**src/rtl/cve2_pkg.sv**
```systemverilog
// Shared ALU operator encoding used by the stimulus generator.
package cve2_pkg;

    typedef enum logic [6:0] {
        ALU_ADD,
        ALU_SUB,
        ALU_XOR,
        ALU_OR,
        ALU_AND,
        ALU_SRA,
        ALU_SRL,
        ALU_SLL,
        ALU_LT,
        ALU_LTU,
        ALU_GE,
        ALU_GEU,
        ALU_EQ,
        ALU_NE,
        ALU_SLT,
        ALU_SLTU
    } alu_op_e;

endpackage

```
**src/rtl/cve2_alu_stim_gen.sv**
```systemverilog
// Pseudo-random ALU stimulus generator: two Galois LFSRs drive operator and
// operands through a valid/ready handshake, with periodic corner operands.
// Optional macro CVE2_STIM_MULTDIV_EN adds two-beat multdiv vectors.
module cve2_alu_stim_gen
    import cve2_pkg::*;
#(
    parameter logic [31:0] LFSR_TAPS     = 32'hA3000000,
    parameter int unsigned CORNER_PERIOD = 8
) (
    input  logic          clk_i,
    input  logic          rst_i,
    input  logic          start_i,
    input  logic          stop_i,
    input  logic [15:0]   num_vectors_i,
    input  logic [31:0]   seed_i,
    input  logic          ready_i,
    output logic          valid_o,
    output alu_op_e       operator_o,
    output logic [31:0]   operand_a_o,
    output logic [31:0]   operand_b_o,
    output logic          instr_first_cycle_o,
    output logic [32:0]   multdiv_operand_a_o,
    output logic [32:0]   multdiv_operand_b_o,
    output logic          multdiv_sel_o,
    output logic [31:0]   imd_val0_o,
    output logic [31:0]   imd_val1_o,
    output logic          busy_o,
    output logic          done_o,
    output logic [15:0]   vec_count_o
);

    localparam int unsigned DATA_W = 32;
    localparam int unsigned CNT_W  = 16;
    localparam logic [CNT_W-1:0] CORNER_MASK = CNT_W'(CORNER_PERIOD - 1);

    typedef enum logic [1:0] {
        IDLE,
        GEN,
        HOLD2,
        DONE
    } state_e;

    state_e             state_q, state_d;
    logic [DATA_W-1:0]  lfsr_a_q, lfsr_a_d;
    logic [DATA_W-1:0]  lfsr_b_q, lfsr_b_d;
    logic [CNT_W-1:0]   cnt_q, cnt_d;
    logic [CNT_W-1:0]   num_q, num_d;
    logic               busy_c;
    logic               accept_c;
    logic               final_beat_c;
    logic               vec_valid_c;
    logic               corner_c;
    logic [DATA_W-1:0]  opa_c;
    logic [DATA_W-1:0]  opb_c;
    alu_op_e            op_c;

    function automatic logic [DATA_W-1:0] lfsr_step(input logic [DATA_W-1:0] x);
        return (x >> 1) ^ (x[0] ? LFSR_TAPS : '0);
    endfunction

    function automatic logic [DATA_W-1:0] corner_val(input logic [1:0] idx);
        case (idx)
            2'd0:    return 32'h0000_0000;
            2'd1:    return 32'hFFFF_FFFF;
            2'd2:    return 32'h8000_0000;
            default: return 32'h7FFF_FFFF;
        endcase
    endfunction

    function automatic alu_op_e op_sel(input logic [3:0] idx);
        case (idx)
            4'd0:    return ALU_ADD;
            4'd1:    return ALU_SUB;
            4'd2:    return ALU_XOR;
            4'd3:    return ALU_OR;
            4'd4:    return ALU_AND;
            4'd5:    return ALU_SRA;
            4'd6:    return ALU_SRL;
            4'd7:    return ALU_SLL;
            4'd8:    return ALU_LT;
            4'd9:    return ALU_LTU;
            4'd10:   return ALU_GE;
            4'd11:   return ALU_GEU;
            4'd12:   return ALU_EQ;
            4'd13:   return ALU_NE;
            4'd14:   return ALU_SLT;
            default: return ALU_SLTU;
        endcase
    endfunction

    assign busy_c   = (state_q == GEN) || (state_q == HOLD2);
    assign accept_c = busy_c && ready_i;

    // State register plus LFSRs, vector counter and latched run length
    always_ff @(posedge clk_i or posedge rst_i) begin
        if (rst_i) begin
            state_q  <= IDLE;
            lfsr_a_q <= 32'h1;
            lfsr_b_q <= 32'h1;
            cnt_q    <= '0;
            num_q    <= '0;
        end else begin
            state_q  <= state_d;
            lfsr_a_q <= lfsr_a_d;
            lfsr_b_q <= lfsr_b_d;
            cnt_q    <= cnt_d;
            num_q    <= num_d;
        end
    end

    // Next-state logic: run start, beat acceptance, vector completion and abort
    always_comb begin
        state_d      = state_q;
        lfsr_a_d     = lfsr_a_q;
        lfsr_b_d     = lfsr_b_q;
        cnt_d        = cnt_q;
        num_d        = num_q;
        final_beat_c = 1'b0;

        case (state_q)
            IDLE, DONE: begin
                if (start_i) begin
                    num_d    = num_vectors_i;
                    cnt_d    = '0;
                    lfsr_a_d = (seed_i == '0) ? 32'h1 : seed_i;
                    lfsr_b_d = (seed_i == '1) ? 32'h1 : ~seed_i;
                    state_d  = (num_vectors_i == '0) ? DONE : GEN;
                end
            end
            GEN: begin
                if (accept_c) begin
`ifdef CVE2_STIM_MULTDIV_EN
                    if (lfsr_a_q[6]) begin
                        state_d = HOLD2;
                    end else begin
                        final_beat_c = 1'b1;
                    end
`else
                    final_beat_c = 1'b1;
`endif
                end
            end
            HOLD2: begin
                final_beat_c = accept_c;
            end
            default: begin
                state_d = IDLE;
            end
        endcase

        // A completed vector counts and advances both LFSRs exactly once
        if (final_beat_c) begin
            cnt_d    = (cnt_q == '1) ? cnt_q : cnt_q + CNT_W'(1);
            lfsr_a_d = lfsr_step(lfsr_a_q);
            lfsr_b_d = lfsr_step(lfsr_b_q);
            state_d  = (cnt_d == num_q) ? DONE : GEN;
        end

        if (busy_c && stop_i) begin
            state_d = DONE;
        end
    end

    // Vector contents for the upcoming beat, derived from next-state values
    always_comb begin
        vec_valid_c = (state_d == GEN) || (state_d == HOLD2);
        corner_c    = (cnt_d & CORNER_MASK) == CORNER_MASK;
        opa_c       = corner_c ? corner_val(lfsr_a_d[5:4]) : lfsr_a_d;
        opb_c       = corner_c ? corner_val(lfsr_b_d[5:4]) : lfsr_b_d;
        op_c        = op_sel(lfsr_a_d[3:0]);
    end

    // Registered handshake, status and base vector outputs; held while stalled
    always_ff @(posedge clk_i or posedge rst_i) begin
        if (rst_i) begin
            valid_o     <= 1'b0;
            busy_o      <= 1'b0;
            done_o      <= 1'b0;
            operator_o  <= ALU_ADD;
            operand_a_o <= '0;
            operand_b_o <= '0;
        end else begin
            valid_o <= vec_valid_c;
            busy_o  <= vec_valid_c;
            done_o  <= (state_d == DONE);
            if (vec_valid_c) begin
                operator_o  <= op_c;
                operand_a_o <= opa_c;
                operand_b_o <= opb_c;
            end
        end
    end

    assign vec_count_o = cnt_q;

`ifdef CVE2_STIM_MULTDIV_EN
    logic               md_c;
    logic               beat2_c;
    logic [DATA_W-1:0]  imd0_c;
    logic [DATA_W-1:0]  imd1_c;

    // Multdiv beat decoration: second beat carries sum and xor of the operands
    always_comb begin
        md_c    = lfsr_a_d[6];
        beat2_c = (state_d == HOLD2);
        imd0_c  = beat2_c ? opa_c + opb_c : '0;
        imd1_c  = beat2_c ? opa_c ^ opb_c : '0;
    end

    // Registered multdiv outputs
    always_ff @(posedge clk_i or posedge rst_i) begin
        if (rst_i) begin
            multdiv_sel_o       <= 1'b0;
            multdiv_operand_a_o <= '0;
            multdiv_operand_b_o <= '0;
            instr_first_cycle_o <= 1'b1;
            imd_val0_o          <= '0;
            imd_val1_o          <= '0;
        end else if (vec_valid_c) begin
            multdiv_sel_o       <= md_c;
            multdiv_operand_a_o <= md_c ? {opa_c[31], opa_c} : '0;
            multdiv_operand_b_o <= md_c ? {opb_c[31], opb_c} : '0;
            instr_first_cycle_o <= ~beat2_c;
            imd_val0_o          <= imd0_c;
            imd_val1_o          <= imd1_c;
        end
    end
`else
    assign multdiv_sel_o       = 1'b0;
    assign multdiv_operand_a_o = '0;
    assign multdiv_operand_b_o = '0;
    assign instr_first_cycle_o = 1'b1;
    assign imd_val0_o          = '0;
    assign imd_val1_o          = '0;
`endif

endmodule
```
**config.mk**
```make
export PLATFORM = sky130hd
export DESIGN_NAME = cve2_alu_stim_gen
export DESIGN_NICKNAME = d
export VERILOG_FILES = /design/src/rtl/cve2_pkg.sv /design/src/rtl/cve2_alu_stim_gen.sv
export SDC_FILE = /design/constraint.sdc
export NUM_CORES = 1
export LEC_CHECK = 0
export BUFFER_PORTS_ARGS = -buffer_cell sky130_fd_sc_hd__clkbuf_2
export CORE_MARGIN = 2
export CORE_UTILIZATION = 56
export CTS_CLUSTER_DIAMETER = 150
export DETAILED_ROUTE_END_ITERATION = 8
export PLACE_DENSITY = 0.86
export SLEW_MARGIN = 30
export SYNTH_ARGS = -nofsm -noshare
export SYNTH_HDL_FRONTEND = slang
export SYNTH_SLANG_ARGS = --single-unit
```
**constraint.sdc**
```tcl
create_clock -name clk_i -period 7.5 [get_ports clk_i]
set_clock_uncertainty 0.15 [all_clocks]
set_input_delay 0.375 -clock clk_i [delete_from_list [all_inputs] [get_ports clk_i]]
set_output_delay 0.375 -clock clk_i [all_outputs]
set_load 0.01 [all_outputs]
```
==> results by group, run 1 <==
Status
  • Status: finished clean

Floorplanning
  • Die X: 130 um
  • Io pins: 275
  • Initial Util: 0.566
  • Die ar.: 0.0169 mm^2
  • # rows: 46
  • Die height: 130 um
  • Core area: 0.0157 mm^2

Routing
  • DR vias/cell: 5.51
  • Via Count: 7254
  • Final WL: 22300 um
  • Routed length per instance: 16.9 um
  • DR DRC count: 0
  • Final ANT Viol Nets: 0
  • Drt pass-1 iters: 6
  • DR iter-0 viols: 693

Finish
  • P&R area growth vs syn: 9.89%
  • Fillers: 1340
  • Antenna diode count: 0
  • Most frequent cells in the layout: nand2_1, dfrtp_1, clkbuf_2
  • Final Core Density: 0.623
  • Nets: 1145
  • Reg area: 0.00421 mm^2
  • Multi-input combinational cell area: 0.00388 mm^2
  • Commonest non-fill, non-tap cell in the layout: nand2_1
  • Fraction of layout cells with a size suffix above 1: 0.199

Power and ir drop
  • P_leak: 4.72 nW
  • P_int: 0.00206 W
  • Part of the power in combinational logic: 0.305
  • Sw Pwr: 0.00115 W
  • Switch share: 0.358
  • Total power: 0.00321 W
  • Seq pwr share: 0.424
  • Power per Cell Area: 329 mW/mm^2
  • Clock power share: 0.271
  • VDD IR-drop max: 228 uV

Clocking
  • H-tree depth: 4
  • CTS Buf Count: 17
  • Clock Sinks: 168
  • CTS tree: built
  • Post-CTS resize count: 0
  • Clock Root Buffer: clkbuf_16
  • Hold-fix buffers, CTS: 2
  • Max clock buf depth: 2
  • Register clock-pin slew on the reported worst setup and hold paths: 60 ps
  • Setup Buffers After CTS: 0
  • Clock latency on the worst-skew pair: 430 ps

Hold path
  • Hold Crit Class: input port to flop
  • Hold path depth: 3
  • Hold_sp: num_vectors_i[11]
  • Hold Path Sink: num_q[11]

Global route
  • Initial antenna violation count: 0
  • GRT Total Usage: 0.268
  • Global-route wire length before repair: 34900 um
  • Vias in the first global route: 6664
  • Global route overflow: 0
  • Pin count of the biggest net entering global routing: 114

Place
  • PortBufs: 139
  • Place WS: 2430 ps
  • RePlAce Congestion: 0.952
  • Post-DP HPWL: 15400 um

Logic synthesis
  • Main flop type after synthesis: dfrtp_1
  • Sequential-to-total area share from yosys stat: 0.474
  • Synth Cell Area: 0.00887 mm^2
  • Ys async rst share: 1.00
  • Mapped Cells: 981
  • Post-synth EDFFs: 0
  • Synth cell types: 53
  • Synth Register Bits: 168
  • Avg Cell Area, Syn: 9.04 um^2
  • Yosys warns: 0

STA
  • RSZ-0062 raised after global routing: false
  • # setup viols final: 0
  • Fmax: 195 MHz
  • Fin crit period: 5120 ps
  • Final setup margin: 2380 ps
  • Relative slew slack: 0.452
  • Final Cycle Share: 0.683
  • Worst slew pin tran: 822 ps
  • Max-slew violations: 0
  • Final Hold Vio Count: 0
  • Setup TNS Final: 0 ps

Setup path
  • CP max FO: 47
  • Reg-to-Reg Start: vec_count_o[0]
  • CP arrival: 5260 ps
  • Internal reg-to-reg setup slack: 2380 ps
  • WS Path Type: flop to flop
  • Worst R2R Path Depth: 12
  • CP Capture Type: flop
  • R2R Path End: operand_a_o[19]
  • Worst Path Required: 7640 ps
  • Setup crit start kind: flop

Flow run
  • # Max-Cap Violations: 0
synth_stat cells (7+ instances only):
cell type  count  area, um^2
a21oi_1       47         235
o21ai_0       26         130
nor2_1       116         435
a31oi_1        8        50.1
a221o_1       31         310
nand4_1       16         100
buf_1          9        33.8
dfrtp_1      166        4150
xor2_1         8        70.1
nand2_1      197         739
xnor2_1       20         175
clkbuf_1      40         150
a22oi_1       28         210
buf_4        136        1020
a21oi_2       30         263
nand3_1        8        40.0
inv_1          9        33.8
nor3_1         7        35.0
nor4_1        14        87.6
metal layers:
layer	vias up	track usage	part of all wire
li1	3301	-	-
met1	3526	0.357	0.40
met2	377	0.431	0.48
met3	50	0.0734	0.094
met4	0	0.0886	0.027
met5	-	0	0
power groups by stage:
stage	clock, W	sequential [W]	combinational [W]
global placement	0	0.00136	0.000949
CTS	0.000879	0.00136	0.000982
floorplan	0	0.00140	0.000639
finish	0.000869	0.00136	0.000979
global route	0.000915	0.00140	0.00108
detailed placement	0	0.00137	0.000974
cell type report:
cell class / count / area share
clock buffer: 22 / 0.0456
sequential: 168 / 0.432
clock inverter: 10 / 0.0134
inverter: 9 / 0.00424
timing repair buffer: 148 / 0.0788
tap: 216 / 0.0277
multi-input combinational: 744 / 0.399
stage by stage:
stage	std cells	area, um^2	hold WS [ps]
floorplan	1114	9370	306
global placement	1283	9150	324
detailed placement	1283	9150	327
CTS	1317	9740	1.15
global route	1317	9750	14.6
finish	1317	9750	3.00
state kept, by name (all words and copies together) (netlist names), 2 cells and up:
name	flops
lfsr_a_q	32
lfsr_b_q	32
operand_a_o	32
operand_b_o	32
num_q	16
vec_count_o	16
operator_o	4
state_q	2
worst max-delay path: stages (launching register included):
cell and delay, ps:
dfrtp_1 510, ha_1 350, nand3_2 180, or4_1 750
and3_1 260, o21ai_0 150, and4_1 200, nand3_1 90
o41ai_1 440, ha_2 630, buf_4 550, o21a_4 580
a21oi_2 100
worst max path at each step:
stage | from | endpoint | slack [ps] | cells past startpoint
6_report | vec_count_o[0] | operand_a_o[19] | 2380 | 12
5_1_grt | vec_count_o[0] | operand_a_o[27] | 2070 | 12
4_1_cts | vec_count_o[0] | operand_a_o[19] | 2410 | 12
3_5_place_dp | vec_count_o[0] | operand_a_o[27] | 2430 | 12
3_3_place_gp | vec_count_o[0] | operand_a_o[29] | 2650 | 12
2_1_floorplan | rst_i | busy_o | 2430 | 1
cell families after synthesis:
logic type / count (synthesis) / share of synthesized area
buf+inv: 202 / 0.147
compound gates: 200 / 0.166
simple gates: 374 / 0.175
other cells: 2 / 0.000847
mux: 3 / 0.00353
xor+xnor: 28 / 0.0277
flops: 168 / 0.474
fa+ha+maj: 4 / 0.00564
Note: power is estimated with default switching activity, not from simulation.
==> run 2: changes to the inputs <==
- ABC_AREA: unset -> 1
- CORE_UTILIZATION: 56 -> 48
- PLACE_DENSITY: 0.86 -> 0.78
- clock period: 7.5 -> 4.14 ns (I/O delays scaled with it)
==> results by group, run 2 <==
Power and ir drop
  • P_int: 0.00447 W
  • Switch share: 0.431
  • VDD IR-drop max: 381 uV
  • Clock power share: 0.208
  • Seq pwr share: 0.363
  • Part of the power in combinational logic: 0.428
  • P_leak: 6.15 nW
  • Sw Pwr: 0.00339 W
  • Total power: 0.00787 W
  • Power per Cell Area: 715 mW/mm^2

Finish
  • Multi-input combinational cell area: 0.00417 mm^2
  • Fillers: 1786
  • Commonest non-fill, non-tap cell in the layout: nand2_1
  • Most frequent cells in the layout: nand2_1, dfrtp_1, clkbuf_2
  • P&R area growth vs syn: 15.2%
  • Reg area: 0.00421 mm^2
  • Fraction of layout cells with a size suffix above 1: 0.145
  • Antenna diode count: 0
  • Nets: 1493

Clocking
  • Hold-fix buffers, CTS: 49
  • Clock latency on the worst-skew pair: 440 ps
  • Clock Root Buffer: clkbuf_16
  • Register clock-pin slew on the reported worst setup and hold paths: 70 ps
  • Clock Sinks: 168
  • CTS tree: built
  • Setup Buffers After CTS: 0
  • Max clock buf depth: 2
  • CTS Buf Count: 17
  • H-tree depth: 4
  • Post-CTS resize count: 0

Floorplanning
  • # rows: 51
  • Core area: 0.0195 mm^2
  • Initial Util: 0.490
  • Die X: 145 um
  • Die ar.: 0.0211 mm^2
  • Die height: 145 um
  • Io pins: 275

Logic synthesis
  • Yosys warns: 0
  • Synth Area in XOR/XNOR: 0.0101
  • Yosys top cell area share: 0.435
  • Synth Register Bits: 168
  • Synth Cell Area: 0.00956 mm^2
  • Post-synthesis adder-cell area fraction: 0.00524
  • Ys async rst share: 1.00
  • Most common library cells after synthesis: nand2_1, dfrtp_1, buf_4
  • Avg Cell Area, Syn: 7.50 um^2
  • Compound-cell area share of the yosys netlist: 0.0774
  • Synth cell types: 34
  • Combinational family with the most area after synthesis: simple AND/OR/NAND/NOR gates
  • Synth top area cells: dfrtp_1, nand2_1, buf_4
  • Most frequent cell after synthesis: nand2_1
  • Main flop type after synthesis: dfrtp_1
  • Post-synthesis mux area share: 0
  • Cell taking the most area after synthesis: dfrtp_1
  • Post-synth EDFFs: 0
  • Mapped Cells: 1274
  • Sequential-to-total area share from yosys stat: 0.440
  • Post-synthesis simple-gate area fraction: 0.290

STA
  • # setup viols final: 0
  • Final Cycle Share: 0.832
  • Setup TNS Final: 0 ps
  • Fin crit period: 3440 ps
  • Worst slew pin tran: 715 ps
  • Final Hold Vio Count: 0
  • Fmax: 290 MHz
  • RSZ-0062 raised after global routing: false
  • Relative slew slack: 0.523
  • Max-slew violations: 0

Setup path
  • WS Path Type: flop to flop
  • CP arrival: 3670 ps
  • Setup crit start kind: flop
  • CP max FO: 37
  • CP Capture Type: flop
  • Worst Path Required: 4360 ps

Routing
  • Final WL: 24800 um
  • DR DRC count: 0
  • DR vias/cell: 4.92
  • DR iter-0 viols: 710
  • Final ANT Viol Nets: 0
  • Via Count: 8437
  • Routed length per instance: 14.5 um
  • Drt pass-1 iters: 5

Global route
  • Global route overflow: 0
  • Pin count of the biggest net entering global routing: 83
  • Vias in the first global route: 7933
  • Initial antenna violation count: 0
  • Global-route wire length before repair: 40800 um
  • GRT Total Usage: 0.238

Status
  • Status: finished clean

Place
  • PortBufs: 139
  • RePlAce Congestion: 0.917
  • Post-DP HPWL: 17200 um

Flow run
  • # Max-Cap Violations: 0

Hold path
  • Hold Crit Class: input port to flop
run 2: cell count changes after synthesis, sizes merged, moves of 16 or more:
cell / before / now
nand4: 16 / 34
a21oi: 77 / 5
a221o: 31 / 0
o211ai: 3 / 42
nor2: 116 / 46
inv: 9 / 104
xnor2: 20 / 4
nand2: 198 / 568
nand3: 9 / 36
a22oi: 28 / 0
run 2: critical path, cell delays in order (launching register included):
cell and delay, ps:
dfrtp_1 430, ha_1 260, nand2_1 120, nor2_4 50, nand2_2 100, inv_2 40, nand2_1 520, nand2_1 170
nand2_2 130, nand2_1 60, a21oi_1 150, nand2_1 60, nor2_1 100, nand2_1 80, nand2_1 70, ha_2 290
inv_2 70, buf_4 330, nand2_1 90, nand2_1 90
run 2: worst paths after layout:
kind | from | end | slack [ps] | cells past startpoint
min in group asynchronous | rst_i | done_o | 230 | 3
setup / recovery | vec_count_o[0] | operand_a_o[26] | 700 | 19
hold / removal | seed_i[5] | lfsr_a_q[5] | 120 | 7
max in group asynchronous | rst_i | lfsr_a_q[0] | 2520 | 5
hold reg to reg | operand_b_o[0] | operand_b_o[0] | 330 | 2
setup reg to reg | vec_count_o[0] | operand_a_o[26] | 700 | 19
run 2: layout make-up:
cell class | count | area share
flip-flops and latches | 168 | 0.382
multi-input cells | 944 | 0.379
repair buffers | 201 | 0.119
well taps | 265 | 0.0301
inverters | 104 | 0.0358
clock buffers | 18 | 0.0399
clock inverters | 14 | 0.0144
run 2: logic make-up after synthesis:
group / count (synthesis)
adders and majority gates: 4
buffers and inverters: 295
and+or+nand+nor: 687
xor gates and xnor gates: 11
DFF: 168
AOI/OAI and AO/OA: 107
other: 2
run 2: metal layers:
metal | routed length (um) | track usage | vias to the layer above
met5 | 0 | 0 | -
met4 | 762 | 0.0902 | 0
met3 | 1650 | 0.0421 | 60
met2 | 11600 | 0.384 | 403
met1 | 10800 | 0.323 | 3903
li1 | - | - | 4071
run 2: per-stage QoR:
| stage | hold WS [ps] | util | cell area [um^2] | setup WS (ps) | std cells |
|---|---|---|---|---|---|
| detailed placement | 136 | 0.508 | 9920 | 706 | 1633 |
| finish | 124 | 0.564 | 11000 | 696 | 1714 |
| global placement | 312 | 0.507 | 9900 | 734 | 1632 |
| floorplan | 178 | - | 10100 | 801 | 1407 |
| CTS | 121 | 0.564 | 11000 | 687 | 1714 |
| global route | 206 | 0.564 | 11000 | 309 | 1714 |
run 2: power by group through the flow:
stage / Sequential [W] / Clock, W / Combinational (W)
2_1_floorplan: 0.00294 / 0 / 0.00226
3_3_place_gp: 0.00285 / 0 / 0.00324
3_5_place_dp: 0.00286 / 0 / 0.00331
4_1_cts: 0.00285 / 0.00166 / 0.00338
5_1_grt: 0.00295 / 0.00171 / 0.00385
6_report: 0.00286 / 0.00164 / 0.00337
